==> src/rtl/sample_addressing_frame_pkg.sv <==
`default_nettype none
// +----------------------------------------------------------------------------+
// | Module   : sample_addressing_frame_pkg                                     |
// | Purpose  : Shared definitions for the swept-source acquisition chain:     |
// |            FSM state encoding, default sweep/frame geometry and a small   |
// |            elaboration-time helper.                                       |
// | Revision : 1.0  initial release                                           |
// +----------------------------------------------------------------------------+
package sample_addressing_frame_pkg;

  typedef enum logic [1:0] {
    ST_IDLE = 2'd0,
    ST_SKIP = 2'd1,
    ST_ACQ  = 2'd2
  } acq_state_t;

  localparam int DEF_NSAMPLES = 1170;
  localparam int DEF_NLINES   = 512;

  function automatic int max_int(input int a, input int b);
    return (a > b) ? a : b;
  endfunction

endpackage
`default_nettype wire

==> src/rtl/sample_addressing_frame_sync_edge_detect.sv <==
`default_nettype none
// +----------------------------------------------------------------------------+
// | Module   : sample_addressing_frame_sync_edge_detect                        |
// | Purpose  : Rising-edge detector with a registered history bit. The pulse  |
// |            is sig_i & ~history, so the consumer acts on the edge in the   |
// |            same cycle it is seen.                                         |
// | Ports    : clock   - clock                                                |
// |            reset_n - asynchronous active-low reset (history cleared)      |
// |            sig_i   - level input                                          |
// |            rise_o  - high in the cycle sig_i is 1 after being 0           |
// | Revision : 1.0  initial release                                           |
// +----------------------------------------------------------------------------+
module sample_addressing_frame_sync_edge_detect (
  input  logic clock,
  input  logic reset_n,
  input  logic sig_i,
  output logic rise_o
);

  logic sig_q;

  always_ff @(posedge clock or negedge reset_n) begin
    if (!reset_n) begin
      sig_q <= 1'b0;
    end else begin
      sig_q <= sig_i;
    end
  end

  assign rise_o = sig_i & ~sig_q;

endmodule
`default_nettype wire

==> src/rtl/sample_addressing_frame.sv <==
`default_nettype none
// +----------------------------------------------------------------------------+
// | Module   : sample_addressing_frame                                         |
// | Purpose  : Trigger-armed sample address generator for A-line capture.    |
// |            An accepted trigger edge starts a sweep: SKIP dead samples,    |
// |            then NSAMPLES write addresses with a strobe. Tracks the line   |
// |            index within a frame and counts triggers dropped mid-line.     |
// | Ports    : clock, reset_n (async, active-low), sclr (sync clear)          |
// |            enable      - arms acceptance of new triggers                  |
// |            trig        - sweep trigger level, rising edge used            |
// |            addr/wr_en  - sample write address and strobe                  |
// |            line_idx    - current/next A-line index in the frame           |
// |            line_done   - pulse with the last sample of a line             |
// |            frame_done  - pulse with the last sample of line NLINES-1      |
// |            busy        - line in progress (SKIP or ACQ)                   |
// |            trig_missed - pulse the cycle after a dropped trigger          |
// |            miss_cnt    - saturating dropped-trigger count                 |
// | Revision : 1.0  initial release                                           |
// +----------------------------------------------------------------------------+
module sample_addressing_frame
  import sample_addressing_frame_pkg::*;
#(
  parameter int NSAMPLES = DEF_NSAMPLES,
  parameter int ADDR_W   = 11,
  parameter int SKIP     = 0,
  parameter int NLINES   = DEF_NLINES,
  parameter int LINE_W   = 10,
  parameter int MISS_W   = 8
) (
  input  logic              clock,
  input  logic              reset_n,
  input  logic              sclr,
  input  logic              enable,
  input  logic              trig,
  output logic [ADDR_W-1:0] addr,
  output logic              wr_en,
  output logic [LINE_W-1:0] line_idx,
  output logic              line_done,
  output logic              frame_done,
  output logic              busy,
  output logic              trig_missed,
  output logic [MISS_W-1:0] miss_cnt
);

  // One counter serves both the skip phase and the sample phase, so it must
  // be wide enough for whichever is longer.
  localparam int CNT_W = max_int(ADDR_W, $clog2(SKIP + 1));
  localparam logic [CNT_W-1:0]  LAST_SAMPLE = CNT_W'(NSAMPLES - 1);
  localparam logic [CNT_W-1:0]  LAST_SKIP   = CNT_W'((SKIP > 0) ? SKIP - 1 : 0);
  localparam logic [LINE_W-1:0] LAST_LINE   = LINE_W'(NLINES - 1);
  localparam acq_state_t        START_STATE = (SKIP > 0) ? ST_SKIP : ST_ACQ;

  generate
    if (NSAMPLES < 1 || NSAMPLES > (2 ** ADDR_W)) begin : g_bad_nsamples
      $error("NSAMPLES must be in 1..2**ADDR_W");
    end
    if (NLINES < 1 || NLINES > (2 ** LINE_W)) begin : g_bad_nlines
      $error("NLINES must be in 1..2**LINE_W");
    end
    if (SKIP < 0) begin : g_bad_skip
      $error("SKIP must not be negative");
    end
  endgenerate

  logic trig_rise;

  sample_addressing_frame_sync_edge_detect u_trig_edge (
    .clock   (clock),
    .reset_n (reset_n),
    .sig_i   (trig),
    .rise_o  (trig_rise)
  );

  acq_state_t        state_q,      state_d;
  logic [CNT_W-1:0]  cnt_q,        cnt_d;
  logic [ADDR_W-1:0] addr_q,       addr_d;
  logic              wr_en_q,      wr_en_d;
  logic [LINE_W-1:0] line_idx_q,   line_idx_d;
  logic              line_done_q,  line_done_d;
  logic              frame_done_q, frame_done_d;
  logic              busy_q,       busy_d;
  logic              missed_q,     missed_d;
  logic [MISS_W-1:0] miss_cnt_q,   miss_cnt_d;

  logic accept;
  logic drop;

  always_comb begin
    state_d    = state_q;
    cnt_d      = cnt_q;
    line_idx_d = line_idx_q;
    miss_cnt_d = miss_cnt_q;
    missed_d   = 1'b0;
    drop       = 1'b0;
    // A disabled trigger is neither started nor counted as a miss.
    accept     = trig_rise & enable;

    if (sclr) begin
      state_d    = ST_IDLE;
      cnt_d      = '0;
      line_idx_d = '0;
      miss_cnt_d = '0;
    end else begin
      unique case (state_q)
        ST_IDLE: begin
          if (accept) begin
            state_d = START_STATE;
            cnt_d   = '0;
          end
        end
        ST_SKIP: begin
          drop = accept;
          if (cnt_q == LAST_SKIP) begin
            state_d = ST_ACQ;
            cnt_d   = '0;
          end else begin
            cnt_d = cnt_q + CNT_W'(1);
          end
        end
        ST_ACQ: begin
          if (cnt_q == LAST_SAMPLE) begin
            line_idx_d = (line_idx_q == LAST_LINE) ? '0 : line_idx_q + LINE_W'(1);
            cnt_d      = '0;
            // A trigger arriving with the last sample chains straight into
            // the next line instead of being dropped.
            state_d    = accept ? START_STATE : ST_IDLE;
          end else begin
            cnt_d = cnt_q + CNT_W'(1);
            drop  = accept;
          end
        end
        default: begin
          state_d = ST_IDLE;
          cnt_d   = '0;
        end
      endcase

      if (drop) begin
        missed_d = 1'b1;
        if (miss_cnt_q != '1) begin
          miss_cnt_d = miss_cnt_q + MISS_W'(1);
        end
      end
    end

    // Outputs are decoded from the next state so that every port is a flop.
    wr_en_d      = (state_d == ST_ACQ);
    busy_d       = (state_d != ST_IDLE);
    addr_d       = wr_en_d ? cnt_d[ADDR_W-1:0] : '0;
    line_done_d  = wr_en_d && (cnt_d == LAST_SAMPLE);
    frame_done_d = line_done_d && (line_idx_d == LAST_LINE);
  end

  always_ff @(posedge clock or negedge reset_n) begin
    if (!reset_n) begin
      state_q      <= ST_IDLE;
      cnt_q        <= '0;
      addr_q       <= '0;
      wr_en_q      <= 1'b0;
      line_idx_q   <= '0;
      line_done_q  <= 1'b0;
      frame_done_q <= 1'b0;
      busy_q       <= 1'b0;
      missed_q     <= 1'b0;
      miss_cnt_q   <= '0;
    end else begin
      state_q      <= state_d;
      cnt_q        <= cnt_d;
      addr_q       <= addr_d;
      wr_en_q      <= wr_en_d;
      line_idx_q   <= line_idx_d;
      line_done_q  <= line_done_d;
      frame_done_q <= frame_done_d;
      busy_q       <= busy_d;
      missed_q     <= missed_d;
      miss_cnt_q   <= miss_cnt_d;
    end
  end

  assign addr        = addr_q;
  assign wr_en       = wr_en_q;
  assign line_idx    = line_idx_q;
  assign line_done   = line_done_q;
  assign frame_done  = frame_done_q;
  assign busy        = busy_q;
  assign trig_missed = missed_q;
  assign miss_cnt    = miss_cnt_q;

endmodule
`default_nettype wire

==> config.mk <==
export PLATFORM = sky130hd
export DESIGN_NAME = sample_addressing_frame
export DESIGN_NICKNAME = d
export VERILOG_FILES = /design/src/rtl/sample_addressing_frame_pkg.sv /design/src/rtl/sample_addressing_frame_sync_edge_detect.sv /design/src/rtl/sample_addressing_frame.sv
export SDC_FILE = /design/constraint.sdc
export NUM_CORES = 1
export LEC_CHECK = 0
export ABC_CLOCK_PERIOD_IN_PS = 6150
export CAP_MARGIN = 10
export CORE_ASPECT_RATIO = 0.8
export CORE_UTILIZATION = 30
export CTS_CLUSTER_DIAMETER = 150
export DETAILED_ROUTE_END_ITERATION = 10
export MAX_ROUTING_LAYER = met4
export SLEW_MARGIN = 20
export SYNTH_ARGS = -nofsm -noshare
export SYNTH_HDL_FRONTEND = slang
export SYNTH_SLANG_ARGS = --single-unit
==> constraint.sdc <==
create_clock -name clock -period 6.15 [get_ports clock]
set_clock_uncertainty 0.1 [all_clocks]
set_input_delay 1.23 -clock clock [delete_from_list [all_inputs] [get_ports clock]]
set_output_delay 1.23 -clock clock [all_outputs]
set_load 0.005 [all_outputs]
; ---- Word-level counts from Yosys, hierarchy flattened
; Cells that the tools add are included.
[word_totals]
regBits = 48
output_inout_bits = 34
elab_cells = 57
[classes]
reduce_logical = 8
mux = 24
n_addsub = 3
n_eq_ne = 8
n_bitwise = 3
[ops]
columns = operator, n
row1 = $mux W11, 5
row2 = $mux W10, 4
row3 = $pmux W11 S3, 1
row4 = $mux W8, 3
row5 = $eq A11 B11 Y1 const B, 2
row6 = $eq A10 B9 Y1 const B, 2
row7 = $add A11 B1 Y11 const B, 1
row8 = $logic_not A11 Y1, 1
row9 = $add A10 B1 Y10 const B, 1
row10 = $mux W2, 5
row11 = $add A8 B1 Y8 const B, 1
row12 = $ne A8 B8 Y1 const B, 1
row13 = $pmux W2 S3, 1
row14 = $reduce_bool A2 Y1, 3
row15 = $eq A2 B2 Y1 const B, 2
row16 = $mux W1, 4
row17 = $and A1 B1 Y1, 2
row18 = $eq A2 B1 Y1 const B, 1
row19 = $logic_and A1 B1 Y1, 2
row20 = $logic_not A2 Y1, 1
row21 = $pmux W1 S2, 1
row22 = $reduce_and A2 Y1, 1
row23 = $not A1 Y1, 1

; ---- Logic depth before layout (Yosys ltp)
; Gate-level depths: netlist of run 1.
[depth]
depth_word = 10
mapped_depth = 10
ltp_nobuf = 9

; ---- Hierarchy
; A second synthesis of run 1 with hierarchy kept.
[hier_totals]
cells_unflattened = 273
area_unflattened_um2 = 2613.8
[modules_own_cells]
columns = module, cells_each, area_per_inst_um2, seq_area_each_um2, n_inst
row1 = sample_addressing_frame, 271, 2575.0, 1176.1, 1
row2 = sample_addressing_frame_sync_edge_detect, 2, 38.8, 25.0, 1

; ---- Worst setup path before layout of run 1
; No wires, ideal clock.
[synth_timing]
path_kind = input to register
startpoint = input enable
endpoint = register frame_done_q (netlist: frame_done)
path_buffers = 1
arrival_time_ns = 2.901
required_time_ns = 5.954
path_stages = 7
slack_ns = 3.053
cell_sequence = nand3b_1 -> and2_1 -> clkbuf_1 -> a21oi_1 -> or3_1 -> or4_4 -> nor4_2
[synth_between]
elab_chain_cells = 8
elab_cells_between_ends = 13
cone_classes = 2 x eq/ne / 8 x mux / 1 x bitwise / 2 x reduce/logical
[synth_rtl]
columns = element, line_no
row1 = from (decl), sample_addressing_frame.sv:33  ; input logic enable,
row2 = $and A1 B1 Y1 (*), sample_addressing_frame.sv:96  ; accept = trig_rise & enable;
row3 = $mux W2, sample_addressing_frame.sv:126  ; state_d = accept ? START_STATE : ST_IDLE;
row4 = $mux W2, sample_addressing_frame.sv:121  ; if (cnt_q == LAST_SAMPLE) begin
row5 = $pmux W2 S3, sample_addressing_frame.sv:104  ; unique case (state_q)
row6 = $mux W2, sample_addressing_frame.sv:98  ; if (sclr) begin
row7 = $eq A2 B2 Y1, sample_addressing_frame.sv:147  ; wr_en_d = (state_d == ST_ACQ);
row8 = $logic_and A1 B1 Y1 (*), sample_addressing_frame.sv:150  ; line_done_d = wr_en_d && (cnt_d == LAST_SAMPLE);
row9 = $logic_and A1 B1 Y1 (*), sample_addressing_frame.sv:151  ; frame_done_d = line_done_d && (line_idx_d == LAST_LINE);
row10 = net frame_done_d, sample_addressing_frame.sv:80  ; logic frame_done_q, frame_done_d;
row11 = to (signal assigned), sample_addressing_frame.sv:173  ; frame_done_q <= frame_done_d;
row12 = to (decl), sample_addressing_frame.sv:80
; Mark *: on every way through the listed nets, which the timed path passes. The rest lies on a longest branch.
; A chain may end at the register's enable or synchronous reset.

; ---- Worst setup path in the final report of run 1
[layout_timing]
startpoint = input sclr
endpoint = register frame_done_q (netlist: frame_done)
[layout_between]
elab_chain_cells = 4
elab_cells_between_ends = 8
cone_classes = 3 x eq/ne / 3 x mux / 2 x reduce/logical
[layout_rtl]
columns = element, line_no
row1 = from (decl), sample_addressing_frame.sv:32  ; input logic sclr,
row2 = $mux W11 or $mux W2 (tied branches), sample_addressing_frame.sv:98
row3 = $eq A11 B11 Y1 or $eq A2 B2 Y1 (tied branches), "sample_addressing_frame.sv:150, sample_addressing_frame.sv:147"
row4 = $logic_and A1 B1 Y1, sample_addressing_frame.sv:150
row5 = $logic_and A1 B1 Y1 (*), sample_addressing_frame.sv:151
row6 = net frame_done_d, sample_addressing_frame.sv:80
; Marked as above.

==> summary.txt, run 1 <==
Global route
  • Vias in the first global route: 1924
  • Global-route wire length before repair: 9.85 mm
  • Total Routing Usage GR: 0.144
  • Largest net degree at the start of global routing: 49
  • GRT overflow: 0
  • Antenna violations before repair: 0

Timing
  • Final Setup Violations: 0
  • Fmax: 264 MHz
  • Max-Slew Margin vs Limit: 0.541
  • Tcrit/Tclk final: 0.616
  • TNS Setup: 0 ns
  • Post-layout min period: 3.79 ns
  • Worst Slack Setup Final: 2.36 ns
  • Fin. max-slew vios: 0
  • Unrepaired setup endpoints after global routing: no
  • Worst-Margin Slew: 0.685 ns
  • Final Hold Violating Endpoints: 0

CTS
  • Setup bufs post-CTS: 0
  • Clk_lat worst skew: 0.30 ns
  • Clock buffer count from CTS: 5
  • Root buffer cell: clkbuf_8
  • H-tree level count: 2
  • Post-CTS Hold Buffers: 0
  • Clock Sinks: 48
  • CTS tree: built
  • Post-CTS sizing: 0
  • CTS max path bufs: 2
  • CTS clk-pin slew, worst paths: 0.08 ns

Setup path
  • Critical Path Start Type: input pin
  • Worst Path Required: 6.25 ns
  • Largest fanout on the critical path: 16
  • Reg-to-reg setup timing slack: 2.57 ns
  • CP arrival: 3.89 ns
  • Endpoint class of the critical path: register
  • Setup CP Type: in -> reg

Yosys
  • Syn nets: 285
  • Register area share after synthesis: 0.471
  • Ys async rst share: 1.00
  • Top cells by count, synth: 48 x dfrtp_1, 43 x nor2_1, 24 x nand2_1, 13 x a21oi_1, 13 x inv_1
  • Most frequent cell after synthesis: dfrtp_1
  • Most used DFF post-synth: dfrtp_1
  • Largest cells by area after synthesis: dfrtp_1 47%, nor2_1 6.3%, ha_1 4.4%
  • Synth area leader: dfrtp_1
  • Distinct cells, synth: 54
  • Warnings, synthesis: 0
  • Post-Syn Area: 0.00255 mm²
  • Post-synthesis cell count: 271
  • EDFF count, synth: 0
  • Synth top area share: 0.471
  • Number of synthesized register bits: 48
  • Syn_area_per_cell: 9.40 µm²

Place
  • Dpl cell area: 0.00303 mm²
  • Hpwl dp: 4.32 mm
  • Buffers on Ports: 38
  • Final GP Congestion: 0.888
  • DP Worst Slack: 2.08 ns
  • Placed Instances: 411

Pwr
  • Cell Pwr Density: 170 mW/mm²
  • Leakage: 1.28 nW
  • Final Total Pwr: 0.529 mW
  • Peak supply drop: 69.0 µV

Floorplanning
  • Ports: 39
  • DIE AREA: 0.00887 mm²
  • Core Footprint: 0.00809 mm²
  • Die Wd: 105 µm
  • Rows: 29
  • Initial Util: 0.315
  • DIE HEIGHT: 84.4 µm

Routing
  • WL final: 6.03 mm
  • Vias per inst: 5.06
  • DR iter-0 viols: 108
  • Routed vias: 2114
  • Residual DRC count: 0
  • DRT antenna net count: 0
  • DR WL/cell: 14.4 µm
  • Detailed Routing Iterations Pass 1: 4

Cells and area
  • Ant diodes: 0
  • Register area: 0.00120 mm²
  • Layout Cells excl Fill: 418
  • Area Growth Syn to Fin: 22.1%
  • Nets: 324
  • FILL cells: 832
  • Post-route cell area: 0.00311 mm²
  • Ratio of cells with drive above 1 in the final layout: 0.0710
  • Multi-input logic area: 0.00126 mm²

Flow run
  • Maxcap violations: 0

Min path
  • Hold crit path type: reg -> reg

Run status
  • Outcome: completed
==> kinds of logic (layout without fill, tap and decap cells) <==
family / Yosys count / count (layout) / share of synthesized area
simple gates: 128 / 128 / 0.260
compound gates: 49 / 49 / 0.134
flops: 48 / 48 / 0.471
buf+inv: 21 / 60 / 0.0339
xor+xnor: 14 / 14 / 0.0481
fa+ha+maj: 9 / 9 / 0.0442
mux: 2 / 2 / 0.00835
==> routing by layer <==
metal | global-route usage | up-vias | wire length [µm] | share of wire
li1 | - | 1029 | - | -
met2 | 0.197 | 62 | 2580 | 0.43
met4 | 0.0269 | 0 | 45 | 0.0075
met1 | 0.214 | 1017 | 3080 | 0.51
met5 | - | - | 0 | 0
met3 | 0.0342 | 6 | 331 | 0.055
==> cells in the final DEF, fill, tap and decap left out, types with 4 or more instances in the layout <==
master / instances
dfrtp_1: 48
nor2_1: 43
clkdlybuf4s50_1: 37
nand2_1: 24
inv_1: 13
a21oi_1: 13
nand3_1: 10
o21ai_0: 9
ha_1: 9
nor3_1: 8
xnor2_1: 8
xor2_1: 6
and2_1: 5
nor4_1: 5
clkbuf_8: 5
or2_2: 4
nand4_1: 4
and3_1: 4
or3_1: 4
==> critical path, stage by stage <==
cell and delay [ns]:
clkdlybuf4s50_1 0.41, buf_4 0.20, nor2_1 0.27, o211ai_1 0.16, a32o_1 0.43, or3_1 0.39
or4_4 0.53, nor4_2 0.26
==> cell type report <==
type | instances | area share
Clock buffer | 6 | 0.0233
Clock inverter | 1 | 0.00161
Inverter | 14 | 0.0169
Multi-Input combinational cell | 202 | 0.405
Sequential cell | 48 | 0.386
Tap cell | 108 | 0.0434
Timing Repair Buffer | 39 | 0.124
==> worst paths after layout <==
check,start,end,cells past startpoint
setup / recovery,sclr,frame_done$_DFF_PN0_,8
hold reg to reg,line_idx[4]$_DFF_PN0_,line_idx[4]$_DFF_PN0_,2
max in group asynchronous,reset_n,u_trig_edge.sig_q$_DFF_PN0_,1
hold / removal,line_idx[4]$_DFF_PN0_,line_idx[4]$_DFF_PN0_,2
setup reg to reg,cnt_q[0]$_DFF_PN0_,frame_done$_DFF_PN0_,9
min in group asynchronous,reset_n,line_idx[6]$_DFF_PN0_,1
==> registers in the layout (all words and copies together) (netlist names) <==
name,cells
addr,11
cnt_q,11
line_idx,10
line_done,1
state_q,2
trig_missed,1
frame_done,1
busy,1
miss_cnt,8
wr_en,1
u_trig_edge.sig_q,1
==> report_power, final <==
part / leakage (nW) / internal [mW] / switching, mW
Combinational: 0.573 / 0.0105 / 0.0240
Sequential: 0.667 / 0.317 / 0.00187
Clock: 0.0410 / 0.0774 / 0.0979
Total: 1.28 / 0.405 / 0.124
==> stage by stage <==
stage	util	hold WS, ns
2_1_floorplan	-	0.445
3_3_place_gp	0.375	0.456
3_5_place_dp	0.375	0.465
4_1_cts	0.384	0.483
5_1_grt	0.385	0.516
6_report	0.385	0.479
Note: power is estimated with default switching activity, not from simulation.
==> run 2: changes to the inputs <==
ABC_CLOCK_PERIOD_IN_PS = 3000   (was 6150)
clock period = 3 ns   (was 6.15 ns; I/O delays follow)
==> summary.txt, run 2 (synthesis results as in run 1) <==
Run status
  • Outcome: completed

CTS
  • CTS tree: built
  • CTS clk-pin slew, worst paths: 0.09 ns (about the same)
  • Clock buffer count from CTS: 5 (unchanged)
  • H-tree level count: 2 (unchanged)
  • Root buffer cell: clkbuf_8
  • Clock Sinks: 48 (unchanged)
  • Clk_lat worst skew: 0.30 ns (about the same)
  • CTS max path bufs: 2 (unchanged)

Routing
  • Vias per inst: 4.97 (-1.7%)
  • Detailed Routing Iterations Pass 1: 4 (unchanged)
  • DRT antenna net count: 0 (unchanged)
  • DR WL/cell: 14.0 µm (-3.1%)
  • WL final: 6.39 mm (+5.9%)
  • Residual DRC count: 0 (unchanged)
  • DR iter-0 viols: 190 (+76%)
  • Routed vias: 2273 (+7.5%)

Timing
  • Fmax: 336 MHz
  • Unrepaired setup endpoints after global routing: yes
  • Final Hold Violating Endpoints: 0 (unchanged)
  • Final Setup Violations: 0 (unchanged)
  • Worst hold margin: 0.292 ns (-0.186 ns)
  • Tcrit/Tclk final: 0.993
  • Post-layout min period: 2.98 ns
  • TNS Setup: 0 ns (unchanged)
  • Fin. max-slew vios: 0 (unchanged)
  • Worst-Margin Slew: 0.599 ns (-0.0865 ns)
  • Max-Slew Margin vs Limit: 0.601 (+0.0598)

Setup path
  • R2r startpoint: cnt_q[1]$_DFF_PN0_
  • Slowest stage cell, crit path: or4b_4
  • Largest fanout on the critical path: 3 (-13)
  • Critical Path Start Type: register
  • Worst Path Buf+Inv: 1 (-1)
  • Worst Path Required: 3.11 ns (-3.14 ns)
  • Slowest cell delay on critical path: 0.50 ns (-0.03 ns)
  • CP arrival: 3.09 ns (-0.80 ns)
  • Endpoint class of the critical path: register
  • Crit path max-delay family: simple AND/OR/NAND/NOR gates
  • Setup CP Type: reg -> reg
  • Critical Path Source: cnt_q[1]$_DFF_PN0_
  • CP Cell Sequence: inv_2 > ha_4 > or4b_4 > o31ai_2 > nand3_1 > a32o_2 > or3_4 > or4_4 > nor4_2

Global route
  • Vias in the first global route: 2208 (+15%)
  • Largest net degree at the start of global routing: 49 (unchanged)
  • Met2 Usage GRT: 0.229 (+0.0319)
  • Antenna violations before repair: 0 (unchanged)
  • Total Routing Usage GR: 0.156 (+0.0123)
  • Global-route wire length before repair: 10.7 mm (+8.3%)
  • Global route hottest layer: met2
  • GRT met3 Usage: 0.0365 (+0.00233)
  • GRT overflow: 0 (unchanged)
  • GR Layer Usage met1: 0.218 (+0.00375)

Place
  • Buffers on Ports: 38 (unchanged)
  • Hpwl dp: 4.55 mm (+5.2%)
  • Final GP Congestion: 0.935 (+5.3%)
  • Dpl cell area: 0.00330 mm² (+8.7%)
  • Placed Instances: 446 (+8.5%)

Pwr
  • Internal power: 0.989 mW (+140%)
  • Peak supply drop: 174 µV (+150%)
  • Cell Pwr Density: 361 mW/mm² (+110%)
  • Sequential Power Share: 0.515 (-0.088)
  • Leakage: 1.49 nW (+16%)
  • Final Total Pwr: 1.27 mW (+140%)
  • Switching pwr: 0.277 mW (+120%)
  • Sw Ratio: 0.219 (-0.0152)
  • Comb pwr share: 0.081 (+0.016)
  • Clock network power share: 0.403 (+0.071)

Cells and area
  • Commonest cells after routing, fill and taps aside: 48 x dfrtp_1, 43 x nor2_1, 38 x buf_4, 37 x clkdlybuf4s50_1, 24 x nand2_1
  • Ant diodes: 0 (unchanged)
  • Layout Cells excl Fill: 457 (+9.3%)
  • Most common cell after layout, fill and taps aside: dfrtp_1
  • Ratio of cells with drive above 1 in the final layout: 0.206 (+0.135)
  • Nets: 362 (+12%)
  • Post-route cell area: 0.00350 mm² (+13%)
  • Area Growth Syn to Fin: 37.5%

Flow run
  • Maxcap violations: 0 (unchanged)

Floorplanning
  • Die Wd: 105 µm (unchanged)
  • Core Footprint: 0.00809 mm² (unchanged)
  • DIE HEIGHT: 84.4 µm (unchanged)
  • Rows: 29 (unchanged)
  • Initial Util: 0.315 (unchanged)
  • Ports: 39 (unchanged)
  • DIE AREA: 0.00887 mm² (unchanged)

Min path
  • Hold crit path type: in -> async
## run 2: cell count changes in the layout (fill, tap and decap cells not counted), moves of 2 or more
cell	previous run	this run
inv_2	1	3
ha_1	9	7
o21ai_0	9	7
clkbuf_8	5	7
buf_4	2	38
inv_1	13	11
## run 2: repair_timing
action	CTS	global route
setup endpoints to repair	1	2
buffers inserted	0	3
pin swaps	2	11
hold buffers	0	0
gates resized for setup	1	15
endpoints found under the hold margin	0	0
## run 2: stage by stage
stage,utilization,setup WS [ns]
finish,0.433,0.0204
global route,0.433,-0.0533
CTS,0.423,0.00439
detailed placement,0.407,-0.0704
global placement,0.407,-0.0262
floorplan,-,0.00674
## run 2: routing by layer
layer  wire length, µm  share of wire  vias to the layer above
met5                 0              0                        -
met4                53         0.0083                        0
met3               445          0.070                        7
met2              2830           0.44                       83
met1              3070           0.48                     1075
li1                  -              -                     1108
## run 2: layout make-up
cell class / count / area, µm²
Fill cell: 770 / 4590
Multi-Input combinational cell: 202 / 1320
Sequential cell: 48 / 1200
Timing Repair Buffer: 77 / 672
Tap cell: 108 / 135
Clock buffer: 7 / 96.3
Inverter: 14 / 52.6
Clock inverter: 1 / 30.0
## run 2: final timing paths
| path | endpoint | slack [ns] | cells after the start |
|---|---|---|---|
| max | frame_done$_DFF_PN0_ | 0.02 | 9 |
| min | line_idx[5]$_DFF_PN0_ | 0.29 | 2 |
| max reg2reg | frame_done$_DFF_PN0_ | 0.02 | 9 |
| min reg2reg | line_idx[4]$_DFF_PN0_ | 0.48 | 2 |
| max in group asynchronous | cnt_q[1]$_DFF_PN0_ | 2.11 | 2 |
| min in group clock | line_idx[4]$_DFF_PN0_ | 0.48 | 2 |
## run 2: power groups by stage
stage	sequential [mW]	clock, mW	combinational, mW
after floorplan	0.666	0	0.0354
after global placement	0.665	0	0.0936
after detailed placement	0.665	0	0.0947
after CTS	0.652	0.538	0.0956
after global routing	0.653	0.569	0.114
final	0.652	0.511	0.103
## run 2: worst register-to-register path: cells and delay by family (launching register included)
kind            cells  cell delay (ns)
fa+ha+maj           1             0.13
buf+inv             1             0.09
flops               1             0.39
compound gates      2             0.53
simple gates        5             1.65
==> run 3: changes to the inputs <==
ABC_AREA = 1   (was not set)
==> summary.txt, run 3 <==
Yosys
  • Register area share after synthesis: 0.415 (-0.0566)
  • Largest cells by area after synthesis: dfrtp_1 41%, nand2_1 13%, nor2_1 7.9%
  • Number of synthesized register bits: 48 (unchanged)
  • Synth top area share: 0.415 (-0.0566)
  • Top cells by count, synth: 97 x nand2_1, 61 x nor2_1, 57 x inv_1, 48 x dfrtp_1, 36 x nand3_1
  • Post-synthesis cell count: 395 (+46%)
  • Ys async rst share: 1.00 (unchanged)
  • Most frequent cell after synthesis: nand2_1
  • EDFF count, synth: 0 (unchanged)
  • Warnings, synthesis: 0 (unchanged)
  • Distinct cells, synth: 33 (-39%)
  • Synth area leader: dfrtp_1
  • Syn nets: 409 (+44%)
  • Most used DFF post-synth: dfrtp_1
  • Syn_area_per_cell: 7.33 µm² (-22%)
  • Post-Syn Area: 0.00290 mm² (+14%)

Setup path
  • Endpoint class of the critical path: register
  • Setup CP Type: reg -> reg
  • CP arrival: 2.52 ns (-0.57 ns)
  • Worst Path Required: 3.12 ns (about the same)
  • Reg2reg path depth: 10 (+1)
  • Largest fanout on the critical path: 11 (+8)
  • Critical Path Start Type: register

Routing
  • WL met1: 3.67 mm (+20%)
  • DR iter-0 viols: 186 (-2.1%)
  • DR WL/cell: 13.1 µm (-6.3%)
  • DRT antenna net count: 0 (unchanged)
  • Residual DRC count: 1 (+1)
  • Detailed Routing Iterations Pass 1: 8 (+4)
  • Vias per inst: 4.81 (-3.3%)
  • Met2 WL: 2.98 mm (+5.3%)
  • Top sig layer: met4
  • WL final: 7.22 mm (+13%)
  • Routed vias: 2649 (+17%)
  • Routed wl met3: 485 µm (+9.0%)

CTS
  • Root buffer cell: clkbuf_16
  • H-tree level count: 2 (unchanged)
  • Clk_lat worst skew: 0.30 ns (about the same)
  • Setup bufs post-CTS: 0 (unchanged)
  • Clock Sinks: 48 (unchanged)
  • Clock buffer count from CTS: 5 (unchanged)
  • Post-CTS sizing: 0 (-1)
  • CTS tree: built
  • CTS clk-pin slew, worst paths: 0.07 ns (-0.02 ns)
  • CTS max path bufs: 2 (unchanged)
  • Post-CTS Hold Buffers: 0 (unchanged)

Timing
  • Worst Slack Setup Final: 0.601 ns (+0.581 ns)
  • Worst-Margin Slew: 0.730 ns (+0.132 ns)
  • Final Hold Violating Endpoints: 0 (unchanged)
  • Tcrit/Tclk final: 0.800 (-0.194)
  • Max-Slew Margin vs Limit: 0.513 (-0.0877)
  • Post-layout min period: 2.40 ns (-0.581 ns)
  • Unrepaired setup endpoints after global routing: no
  • Final Setup Violations: 0 (unchanged)
  • Worst hold margin: 0.254 ns (-0.0382 ns)
  • Fin. max-slew vios: 0 (unchanged)
  • Fmax: 417 MHz (+24%)
  • TNS Setup: 0 ns (unchanged)

Place
  • Buffers on Ports: 38 (unchanged)
  • Hpwl dp: 5.46 mm (+20%)
  • DP Worst Slack: 0.407 ns (+0.477 ns)
  • Placed Instances: 543 (+22%)
  • Dpl cell area: 0.00337 mm² (+2.2%)
  • Final GP Congestion: 0.855 (-8.5%)

Global route
  • Antenna violations before repair: 0 (unchanged)
  • Total Routing Usage GR: 0.161 (+0.00496)
  • Largest net degree at the start of global routing: 33 (-33%)
  • GRT overflow: 0 (unchanged)
  • Vias in the first global route: 2556 (+16%)
  • Global-route wire length before repair: 12.6 mm (+18%)

Floorplanning
  • Core Footprint: 0.00923 mm² (+14%)
  • DIE AREA: 0.0101 mm² (+13%)
  • Initial Util: 0.314 (-0.00121)
  • Ports: 39 (unchanged)
  • Rows: 31 (+6.9%)
  • DIE HEIGHT: 89.9 µm (+6.4%)
  • Die Wd: 112 µm (+6.5%)

Flow run
  • Maxcap violations: 0 (unchanged)

Pwr
  • Leakage: 1.72 nW (+15%)
  • Cell Pwr Density: 398 mW/mm² (+10%)
  • Final Total Pwr: 1.41 mW (+11%)
  • Peak supply drop: 189 µV (+8.4%)

Cells and area
  • Final core utilization: 0.384 (-0.0490)
  • Layout Cells excl Fill: 551 (+21%)
  • FILL cells: 930 (+21%)
  • Commonest cells after routing, fill and taps aside: 97 x nand2_1, 61 x nor2_1, 57 x inv_1, 48 x dfrtp_1, 37 x clkdlybuf4s50_1
  • Ratio of cells with drive above 1 in the final layout: 0.101 (-0.105)
  • Post-route cell area: 0.00354 mm² (+1.2%)
  • Area Growth Syn to Fin: 22.4%
  • Ant diodes: 0 (unchanged)
  • Nets: 449 (+24%)
  • Most common cell after layout, fill and taps aside: nand2_1

Run status
  • Outcome: complete, but fails checks
  • Failing checks: DRC

Min path
  • Hold crit path type: in -> async
## run 3: cell count changes after synthesis, moves of 5 or more
cell     before  now
inv_1        13   57
a21oi_1      13    7
nor4_1        5    0
nand3_1      10   36
nor2_2        1   13
nand2_1      24   97
nor2_1       43   61
xnor2_1       8    1
## run 3: path summary, 6_finish.rpt
path                                         startpoint                       to  slack [ns]
worst max-delay path                 cnt_q[1]$_DFF_PN0_  miss_cnt[0]$_DFFE_PN0P_        0.60
max in group asynchronous                       reset_n       cnt_q[5]$_DFF_PN0_        1.93
worst min-delay path                            reset_n          wr_en$_DFF_PN0_        0.25
min in group clock              miss_cnt[7]$_DFFE_PN0P_  miss_cnt[7]$_DFFE_PN0P_        0.44
worst min register to register  miss_cnt[7]$_DFFE_PN0P_  miss_cnt[7]$_DFFE_PN0P_        0.44
worst max register to register       cnt_q[1]$_DFF_PN0_  miss_cnt[0]$_DFFE_PN0P_        0.60
## run 3: worst max-delay path, stage by stage, from the launching register on
cell      delay, ns
dfrtp_1        0.44
inv_1          0.10
ha_1           0.17
nand4_1        0.14
nor2_2         0.50
nor2_1         0.09
o21bai_1       0.26
nor2_2         0.12
inv_2          0.14
o21ai_0        0.09
a21oi_1        0.16
## run 3: routing by layer
layer	vias up	global-route usage
met5	-	-
met4	0	0.0484
met3	9	0.0324
met2	98	0.215
met1	1235	0.241
li1	1307	-
## run 3: logic make-up (layout without fill, tap and decap cells)
group                    after synthesis  after routing  share of synthesized area
buffers and inverters                 71            112                      0.109
XOR/XNOR                               5              5                     0.0151
flip-flops                            48             48                      0.415
AND/OR/NAND/NOR                      234            234                      0.365
AO/OA/AOI/OAI                         28             28                     0.0579
adder cells (fa/ha/maj)                9              9                     0.0389
## run 3: where the power goes
part           switching (mW)  internal [mW]  leakage [nW]
clock network           0.256          0.418        0.0871
registers             0.00443          0.651         0.667
logic                  0.0558         0.0249         0.963
## run 3: final cells by class
class	instances	area, µm²	area share
Tap cell	115	144	0.0406
Clock buffer	6	139	0.0392
Multi-Input combinational cell	276	1380	0.389
Inverter	61	229	0.0646
Timing Repair Buffer	43	413	0.116
Clock inverter	2	38.8	0.0109
Sequential cell	48	1200	0.339
